**config.mk**
```make
export PLATFORM = sky130hd
export DESIGN_NAME = buzzer_seq_arb
export DESIGN_NICKNAME = d
export VERILOG_FILES = /design/src/rtl/buzzer_pkg.sv /design/src/rtl/buzzer_tone_gen.sv /design/src/rtl/buzzer_seq_arb.sv
export SDC_FILE = /design/constraint.sdc
export NUM_CORES = 1
export LEC_CHECK = 0
export CAP_MARGIN = 20
export CORE_MARGIN = 1.5
export CORE_UTILIZATION = 64
export DETAILED_ROUTE_END_ITERATION = 10
export PLACE_DENSITY = 0.85
export SLEW_MARGIN = 20
export SYNTH_ARGS = -nofsm -noshare
export SYNTH_HDL_FRONTEND = slang
export SYNTH_SLANG_ARGS = --single-unit
export TNS_END_PERCENT = 10
```
**constraint.sdc**
```tcl
create_clock -name clk -period 3.8 [get_ports clk]
set_input_delay 0.76 -clock clk [delete_from_list [all_inputs] [get_ports clk]]
set_output_delay 0.76 -clock clk [all_outputs]
set_load 0.005 [all_outputs]
```
**src/rtl/buzzer_pkg.sv**
```systemverilog
// Shared types and default timing for the buzzer sequencer/arbiter.
// States, active_src encodings and the 50 MHz timing defaults live here.
package buzzer_pkg;

   typedef enum logic [1:0] {
      IDLE    = 2'd0,
      HPS     = 2'd1,
      EVT_ON  = 2'd2,
      EVT_OFF = 2'd3
   } state_t;

   localparam logic [1:0] SRC_NONE = 2'b00;
   localparam logic [1:0] SRC_HPS  = 2'b01;
   localparam logic [1:0] SRC_EVT  = 2'b10;

   localparam int         DEF_TONE_DIV     = 12500;
   localparam int         DEF_BEEP_ON_CYC  = 5000000;
   localparam int         DEF_BEEP_OFF_CYC = 5000000;
   localparam logic [7:0] DEF_EVT_AMOUNT   = 8'd200;

   // Width of a counter that must reach n-1; never narrower than one bit.
   function automatic int cnt_width(input int n);
      return (n < 2) ? 1 : $clog2(n);
   endfunction

endpackage

```
**src/rtl/buzzer_tone_gen.sv**
```systemverilog
// Square-wave tone generator gated by an 8-bit volume PWM carrier.
// The pin is registered, so it lags run/amount by one clock.
module buzzer_tone_gen
   import buzzer_pkg::*;
#(
   parameter int TONE_DIV = DEF_TONE_DIV
) (
   input  logic       clk,
   input  logic       reset_n,
   input  logic       run,
   input  logic       start,
   input  logic [7:0] amount,
   output logic       pwm_out
);

   localparam int            TW        = cnt_width(TONE_DIV);
   localparam logic [TW-1:0] TONE_LAST = TW'(TONE_DIV - 1);

   logic [TW-1:0] tone_cnt;
   logic          tone_ph;
   logic [7:0]    vol_cnt;

   // start restarts the tone with a high half-period at every entry into a sounding state.
   always_ff @(posedge clk or negedge reset_n) begin
      if (!reset_n) begin
         tone_cnt <= '0;
         tone_ph  <= 1'b0;
      end else if (start) begin
         tone_cnt <= '0;
         tone_ph  <= 1'b1;
      end else if (run) begin
         if (tone_cnt == TONE_LAST) begin
            tone_cnt <= '0;
            tone_ph  <= ~tone_ph;
         end else begin
            tone_cnt <= tone_cnt + TW'(1);
         end
      end
   end

   always_ff @(posedge clk or negedge reset_n) begin
      if (!reset_n) begin
         vol_cnt <= 8'd0;
      end else begin
         vol_cnt <= vol_cnt + 8'd1;
      end
   end

   always_ff @(posedge clk or negedge reset_n) begin
      if (!reset_n) begin
         pwm_out <= 1'b0;
      end else begin
         pwm_out <= run & tone_ph & (vol_cnt < amount);
      end
   end

endmodule

```
**src/rtl/buzzer_seq_arb.sv**
```systemverilog
// Shares the buzzer between the HPS level request and fabric event beep requests.
// Events preempt HPS; one pending event may queue behind a running sequence.
module buzzer_seq_arb
   import buzzer_pkg::*;
#(
   parameter int         TONE_DIV     = DEF_TONE_DIV,
   parameter int         BEEP_ON_CYC  = DEF_BEEP_ON_CYC,
   parameter int         BEEP_OFF_CYC = DEF_BEEP_OFF_CYC,
   parameter logic [7:0] EVT_AMOUNT   = DEF_EVT_AMOUNT
) (
   input  logic       clk,
   input  logic       reset_n,
   input  logic       hps_en,
   input  logic [7:0] hps_amount,
   input  logic       evt_req,
   input  logic [2:0] evt_beeps,
   output logic       evt_ack,
   output logic       evt_drop,
   output logic       busy,
   output logic [1:0] active_src,
   output logic       pwm_out
);

   localparam int DUR_MAX = (BEEP_ON_CYC > BEEP_OFF_CYC) ? BEEP_ON_CYC : BEEP_OFF_CYC;
   localparam int DW      = cnt_width(DUR_MAX);
   localparam logic [DW-1:0] ON_LAST  = DW'(BEEP_ON_CYC - 1);
   localparam logic [DW-1:0] OFF_LAST = DW'(BEEP_OFF_CYC - 1);

   state_t        state;
   state_t        next_state;
   logic          consume;
   logic          slot_full;
   logic [2:0]    slot_cnt;
   logic [2:0]    beeps_left;
   logic [DW-1:0] dur_cnt;
   logic          on_done;
   logic          off_done;
   logic          take;
   logic          sounding;
   logic          tone_start;
   logic [7:0]    cur_amount;

   assign on_done  = (dur_cnt == ON_LAST);
   assign off_done = (dur_cnt == OFF_LAST);

   // A slot freed by this cycle's consume can take a new request in the same cycle.
   assign take = evt_req && (evt_beeps != 3'd0) && (!slot_full || consume);

   assign tone_start = (next_state != state) && ((next_state == EVT_ON) || (next_state == HPS));

   always_ff @(posedge clk or negedge reset_n) begin
      if (!reset_n) begin
         state <= IDLE;
      end else begin
         state <= next_state;
      end
   end

   always_comb begin
      next_state = state;
      consume    = 1'b0;
      case (state)
         IDLE: begin
            if (slot_full) begin
               next_state = EVT_ON;
               consume    = 1'b1;
            end else if (hps_en) begin
               next_state = HPS;
            end
         end
         HPS: begin
            if (slot_full) begin
               next_state = EVT_ON;
               consume    = 1'b1;
            end else if (!hps_en) begin
               next_state = IDLE;
            end
         end
         EVT_ON: begin
            if (on_done) begin
               next_state = EVT_OFF;
            end
         end
         EVT_OFF: begin
            if (off_done) begin
               if (beeps_left == 3'd1) begin
                  if (slot_full) begin
                     next_state = EVT_ON;
                     consume    = 1'b1;
                  end else begin
                     next_state = IDLE;
                  end
               end else begin
                  next_state = EVT_ON;
               end
            end
         end
         default: next_state = IDLE;
      endcase
   end

   always_comb begin
      busy       = 1'b0;
      active_src = SRC_NONE;
      sounding   = 1'b0;
      cur_amount = EVT_AMOUNT;
      case (state)
         HPS: begin
            active_src = SRC_HPS;
            sounding   = 1'b1;
            cur_amount = hps_amount;
         end
         EVT_ON: begin
            busy       = 1'b1;
            active_src = SRC_EVT;
            sounding   = 1'b1;
         end
         EVT_OFF: begin
            busy       = 1'b1;
            active_src = SRC_EVT;
         end
         default: ;
      endcase
   end

   // Beep timing: the duration counter restarts on every state change.
   always_ff @(posedge clk or negedge reset_n) begin
      if (!reset_n) begin
         dur_cnt    <= '0;
         beeps_left <= 3'd0;
      end else begin
         if (next_state != state) begin
            dur_cnt <= '0;
         end else if ((state == EVT_ON) || (state == EVT_OFF)) begin
            dur_cnt <= dur_cnt + DW'(1);
         end
         if (consume) begin
            beeps_left <= slot_cnt;
         end else if ((state == EVT_OFF) && off_done) begin
            beeps_left <= beeps_left - 3'd1;
         end
      end
   end

   // Zero-beep requests are acknowledged but never occupy the slot.
   always_ff @(posedge clk or negedge reset_n) begin
      if (!reset_n) begin
         slot_full <= 1'b0;
         slot_cnt  <= 3'd0;
         evt_ack   <= 1'b0;
         evt_drop  <= 1'b0;
      end else begin
         evt_ack <= evt_req && ((evt_beeps == 3'd0) || !slot_full || consume);
         if (take) begin
            slot_full <= 1'b1;
            slot_cnt  <= evt_beeps;
         end else if (consume) begin
            slot_full <= 1'b0;
         end
         if (evt_req && (evt_beeps != 3'd0) && slot_full && !consume) begin
            evt_drop <= 1'b1;
         end
      end
   end

   buzzer_tone_gen #(
      .TONE_DIV (TONE_DIV)
   ) u_tone (
      .clk     (clk),
      .reset_n (reset_n),
      .run     (sounding),
      .start   (tone_start),
      .amount  (cur_amount),
      .pwm_out (pwm_out)
   );

endmodule

```
# Word-level counts from Yosys, hierarchy flattened
# Cells that the tools add are included.
[word_totals] mem_count=0 latchBits=0 inputBits=15 rom_bits=0 output_inout_bits=6 elab_cells=83 ramBits=0 ff_bits=58
[op_classes] multipliers=0 add_sub_neg=4 eq_ne=9 mux=29 n_reduce_logical=26 magnitude_cmp=1 div_mod_pow=0 bitwise=3 shifts=0
[op_table] op="23-bit 2-to-1 mux" count=2
[op_table] op="14-bit 2-to-1 mux" count=3
[op_table] op="23-bit by 1-bit adder with 23-bit output (second input constant)" count=1
[op_table] op="23-bit equality test (second input constant)" count=1
[op_table] op="2-bit 2-to-1 mux" count=8
[op_table] op="14-bit by 1-bit adder with 14-bit output (second input constant)" count=1
[op_table] op="14-bit equality test (second input constant)" count=1
[op_table] op="1-bit 2-to-1 mux" count=10
[op_table] op="2-bit nonzero test" count=5
[op_table] op="8-bit by 1-bit adder with 8-bit output (second input constant)" count=1
[op_table] op="8-bit less-than comparator" count=1
[op_table] op="8-bit 2-to-1 mux" count=1
[op_table] op="2-bit case mux with 4 select lines" count=1
[op_table] op="1-bit logical AND" count=7
[op_table] op="2-bit equality test (second input constant)" count=3
[op_table] op="3-bit 2-to-1 mux" count=2
[op_table] op="2-bit OR reduction" count=3
[op_table] op="1-bit logical OR" count=5
[op_table] op="2-bit by 1-bit equality test with 1-bit output (second input constant)" count=2
[op_table] op="2-bit case mux with 2 select lines" count=1
[op_table] op="3-bit by 1-bit equality test with 1-bit output (second input constant)" count=1
[op_table] op="3-bit logical NOT" count=1
[op_table] op="3-bit nonzero test" count=1
[op_table] op="3-bit by 1-bit subtractor with 3-bit output (second input constant)" count=1
[op_table] op="7 further kinds" count=9

# Depth between registers and ports, before layout
[depth] depth_word=9 depth_mapped=10 depth_no_buf=9

# Hierarchy
# A second synthesis with hierarchy kept.
[hier_totals] cells_unflattened=354 area_unflattened_um2=3418.3
[by_module_without_submodules] mod="buzzer_seq_arb" cells_per_inst=220 area_per_inst_um2=2063.2 seq_area_each_um2=850.8 n_inst=1
[by_module_without_submodules] mod="buzzer_tone_gen" cells_per_inst=134 area_per_inst_um2=1355.0 seq_area_each_um2=600.6 n_inst=1

# Worst setup path after synthesis
# No wires, ideal clock.
[synth_path] path_kind="register to register" startpoint="reg state[1]" endpoint="reg u_tone.pwm_out" path_stages_with_launch=11 arrival_time_ps=2245 setup_slack_ps=1466 path_buffers=1 period_less_slack_ps=2334 required_time_ps=3712 setup_time_ps=88 cell_sequence="dfrtp_1 -> inv_1 -> ha_1 -> clkbuf_1 -> nand2_1 -> ha_1 -> a21o_1 -> a21o_1 -> a21o_1 -> a21o_1 -> a41oi_1"
[synth_between] elab_chain_cells=5 word_cells_on_any_way=8 cone_classes="order compare (1); eq/ne (2); mux (2); bitwise (2); reduce/logical (1)"
[synth_lines] item="start: declaration" line="buzzer_seq_arb.sv:29" rtl="state_t state;"
[synth_lines] item="start signal: assignment" line="buzzer_seq_arb.sv:55" rtl="state <= next_state;"
[synth_lines] item="parallel branches: the longest is 4 deep, another holds 8-bit less-than comparator"
[synth_lines] item="1-bit bitwise AND *" line="buzzer_tone_gen.sv:53" rtl="pwm_out <= run & tone_ph & (vol_cnt < amount);"
[synth_lines] item="end signal: assignment" line="buzzer_tone_gen.sv:53"
[synth_lines] item="end: declaration" line="buzzer_tone_gen.sv:13" rtl="output logic pwm_out"
# Every way passes the cells marked *.
# A chain may end at the register's enable or synchronous reset.

# Worst setup path in the final report
[layout_path] startpoint="reg state[1]" endpoint="out active_src[0]"
[layout_between] elab_chain_cells=3 word_cells_on_any_way=5 cone_classes="eq/ne (3); mux (1); reduce/logical (1)"
[layout_lines] item="2-bit equality test" line="buzzer_seq_arb.sv:107" rtl="case (state)"
[layout_lines] item="2-bit OR reduction (no line)"
[layout_lines] item="2-bit case mux with 2 select lines *" line="buzzer_seq_arb.sv:107"
[layout_lines] item="end: declaration" line="buzzer_seq_arb.sv:20" rtl="output logic [1:0] active_src,"
# Mark *: on every way between the ends. The rest lies on a longest branch, timed or not.

==> metrics <==
result of the run=finished clean; estimated wirelength of the detail-placed design=approximately 4700 um; WP data required=around 3 ns; count of standard-cell rows=26; number of flops mapped to enable cells by yosys=0; average wire length per cell after detail routing=14.7 um; Arrival @ worst endpoint=~2.2 ns; mean instance size in the synthesized netlist=just over 9 sq um; Final Cycle Share=0.775; Setup Buffers After CTS=0; layout cells sized above 1=0.0840; overall die height=~76 um; Core Box Area=5110 sq um; path depth of the worst reg2reg path=8; Fin Setup TNS=0 ns; most common cell in the netlist=sky130_fd_sc_hd__dfrtp_1; final layout net count=420; cell area after technology mapping=roughly 3400 sq um; proportion of power drawn by combinational gates=0.033; max_cap viols=0; static leakage=around 1.7 nW; Switch Pwr=0.000266 W; Post-Route Skew=approximately 0.0045 ns; Worst Hold End=evt_drop; global-route usage over all layers=0.259; via count=approximately 2,700; Via density=5.88; hold violation count in the final report=0; weighted congestion at the end of routability-driven global placement=approximately 0.95; Hold Startpoint=evt_drop; CTS Buffer Depth=2; share of power burned in registers=0.504; worst ir drop on vdd=between 0.3 and 0.4 mV; proportion of synthesized chip area in sequential cells=0.426; detailed-route DRC error count=0; number of antenna diodes=0; Net Count, Synth=slightly below 400; largest area contributor in the synthesized netlist=sky130_fd_sc_hd__dfrtp_1; Max-Slew Margin vs Limit=0.495; H-tree depth=3; cell depth of the worst min-delay path=1; Hold Slack=roughly 0.48 ns; nature of the critical path endpoint=primary output; f_max=around 340 MHz; number of buffers inserted by port buffering=20; CTS Root Cell=sky130_fd_sc_hd__clkbuf_8; Inserted Clock Buffers=9; Critical Path Fanout Max=13; area delta synth->final=13.1%; Worst-path clk slew=about 0.060 ns; grt ovf=0; # hold bufs at CTS=0; Slew Viols, Final=0; primary flip-flop cell chosen by synthesis mapping=sky130_fd_sc_hd__dfrtp_1; internal power summed over all cells=~0.001 W; power per standard cell area=around 320 nW/um^2; post-synthesis cell count=365; post-detailed-routing wire length=about 6800 um; share of the synthesized area in the top cell type=0.426; top cells by area in the synthesized netlist=sky130_fd_sc_hd__dfrtp_1 43%, sky130_fd_sc_hd__ha_1 6.2%, sky130_fd_sc_hd__nor2_1 6.2%, sky130_fd_sc_hd__xor2_1 4.4%, sky130_fd_sc_hd__xnor2_1 4.1%; Worst R2R Start=state[1]; RSZ-0062 raised after global routing=false; worst-margin pin slew=roughly 0.76 ns; clock network fraction of total power=0.463; class of the tightest hold or removal check=reg2reg; Setup crit start kind=register; flops & latches, synth=just under 60; starting density of the core=0.667; number of nets still failing antenna checks after routing=0; Cell variety after synth=54; count of yosys warnings during synthesis=0; area of the die=approximately 5800 sq um; leading cell types by count after synthesis=58 x sky130_fd_sc_hd__dfrtp_1, 56 x sky130_fd_sc_hd__nor2_1, 33 x sky130_fd_sc_hd__nand2_1; count of instances resized after the clock tree is built=0; reg-to-reg setup timing slack=approximately 1.1 ns; FF-to-FF End=u_tone.tone_cnt[2]; maximum number of pins on one net before global-route repair=36; minimum period implied by the final worst setup slack=just under 3 ns; drt initial violations=around 160; wire length of the first global-routing pass=12,000 um; die outline width=roughly 76 um; worst setup path class=reg2out; switching fraction of total power=0.213; fraction of registers with async set or reset after synthesis=1.00; clock latency on the worst-skew pair=0.34 ns; number of clock sinks=slightly below 60; final setup fails=0; number of antenna violations at the first check in global routing=0; iteration count of the initial detailed-routing pass=4; number of global-route vias before repair=2,598; TritonCTS clock tree=done; ports placed on the boundary=21
[through the flow]
step / area, sq um / util / power (W) / instances / setup slack, ns
6_report: 3850 / 0.754 / 0.00125 / 463 / 0.857
5_1_grt: 3850 / 0.754 / 0.00130 / 463 / 0.696
4_1_cts: 3850 / 0.754 / 0.00126 / 463 / 0.855
3_5_place_dp: 3650 / 0.714 / 0.000682 / 447 / 0.998
3_3_place_gp: 3650 / 0.714 / 0.000681 / 447 / 1.04
2_1_floorplan: 3410 / - / 0.000650 / 365 / 1.47
[flip-flops by register name, summed over array words and instances, names as in the netlist]
signal / flops
u_tone.tone_ph: 1
evt_ack: 1
u_tone.vol_cnt: 8
dur_cnt: 23
state: 2
beeps_left: 3
u_tone.pwm_out: 1
slot_full: 1
u_tone.tone_cnt: 14
evt_drop: 1
slot_cnt: 3
[layout make-up]
type / count / area (sq um)
Clock inverter: 4 / 50.0
Inverter: 14 / 52.6
Multi-Input combinational cell: 282 / 1840
Timing Repair Buffer: 23 / 218
Sequential cell: 58 / 1450
Tap cell: 70 / 87.6
Fill cell: 382 / 1250
Clock buffer: 12 / 155
[cell usage in the layout, fill, tap and decap left out, types with 3 or more instances in the layout]
cell,synthesis,routed
sky130_fd_sc_hd__a21o_1,7,7
sky130_fd_sc_hd__a21oi_1,16,16
sky130_fd_sc_hd__a22o_1,4,4
sky130_fd_sc_hd__a31oi_1,4,4
sky130_fd_sc_hd__and3_1,8,8
sky130_fd_sc_hd__buf_4,0,3
sky130_fd_sc_hd__clkbuf_8,0,11
sky130_fd_sc_hd__clkdlybuf4s50_1,0,19
sky130_fd_sc_hd__dfrtp_1,58,58
sky130_fd_sc_hd__ha_1,17,17
sky130_fd_sc_hd__inv_1,14,14
sky130_fd_sc_hd__nand2_1,33,33
sky130_fd_sc_hd__nand2b_1,6,6
sky130_fd_sc_hd__nand3_1,12,12
sky130_fd_sc_hd__nand4_1,9,9
sky130_fd_sc_hd__nor2_1,56,56
sky130_fd_sc_hd__nor2b_1,5,5
sky130_fd_sc_hd__nor3_1,8,8
sky130_fd_sc_hd__nor4b_2,3,3
sky130_fd_sc_hd__o211ai_1,8,8
sky130_fd_sc_hd__o21ai_0,14,14
sky130_fd_sc_hd__xnor2_1,16,16
sky130_fd_sc_hd__xor2_1,17,17
[metal layers]
metal	up-vias	track usage	share of wire
li1	1330	-	-
met1	1326	0.333	0.47
met2	56	0.418	0.48
met3	11	0.0807	0.040
met4	0	0.0889	0.015
met5	-	0	0
[critical path, stage by stage, from the launching register on]
cell and delay (ns):
sky130_fd_sc_hd__dfrtp_1 0.49, sky130_fd_sc_hd__inv_1 0.25, sky130_fd_sc_hd__ha_1 0.52, sky130_fd_sc_hd__clkdlybuf4s50_1 0.60
[cells by family after synthesis]
| group | after synthesis | synth area share |
|---|---|---|
| AND/OR/NAND/NOR | 158 | 0.240 |
| AO/OA/AOI/OAI | 71 | 0.142 |
| flip-flops | 58 | 0.426 |
| XOR/XNOR | 33 | 0.0849 |
| buffers and inverters | 25 | 0.0342 |
| adder cells (fa/ha/maj) | 17 | 0.0625 |
| multiplexers | 3 | 0.0107 |
[power groups by stage]
stage / registers [W] / logic, W / clock network [W]
after global placement: 0.000640 / 0.0000407 / 0
after floorplan: 0.000639 / 0.0000107 / 0
after detailed placement: 0.000640 / 0.0000418 / 0
final: 0.000629 / 0.0000407 / 0.000579
after CTS: 0.000629 / 0.0000421 / 0.000593
after global routing: 0.000629 / 0.0000464 / 0.000621
[worst max-delay path by stage]
stage	startpoint	endpoint	slack, ns	cells past startpoint
floorplan	state[1]	u_tone.pwm_out	1.47	10
global placement	hps_en	u_tone.tone_cnt[2]	1.04	6
detailed placement	hps_en	u_tone.tone_cnt[2]	1.0	6
CTS	state[0]	busy	0.86	5
global route	state[0]	busy	0.70	5
finish	state[1]	active_src[0]	0.86	3
No activity file was read; power rests on OpenSTA's default activity.
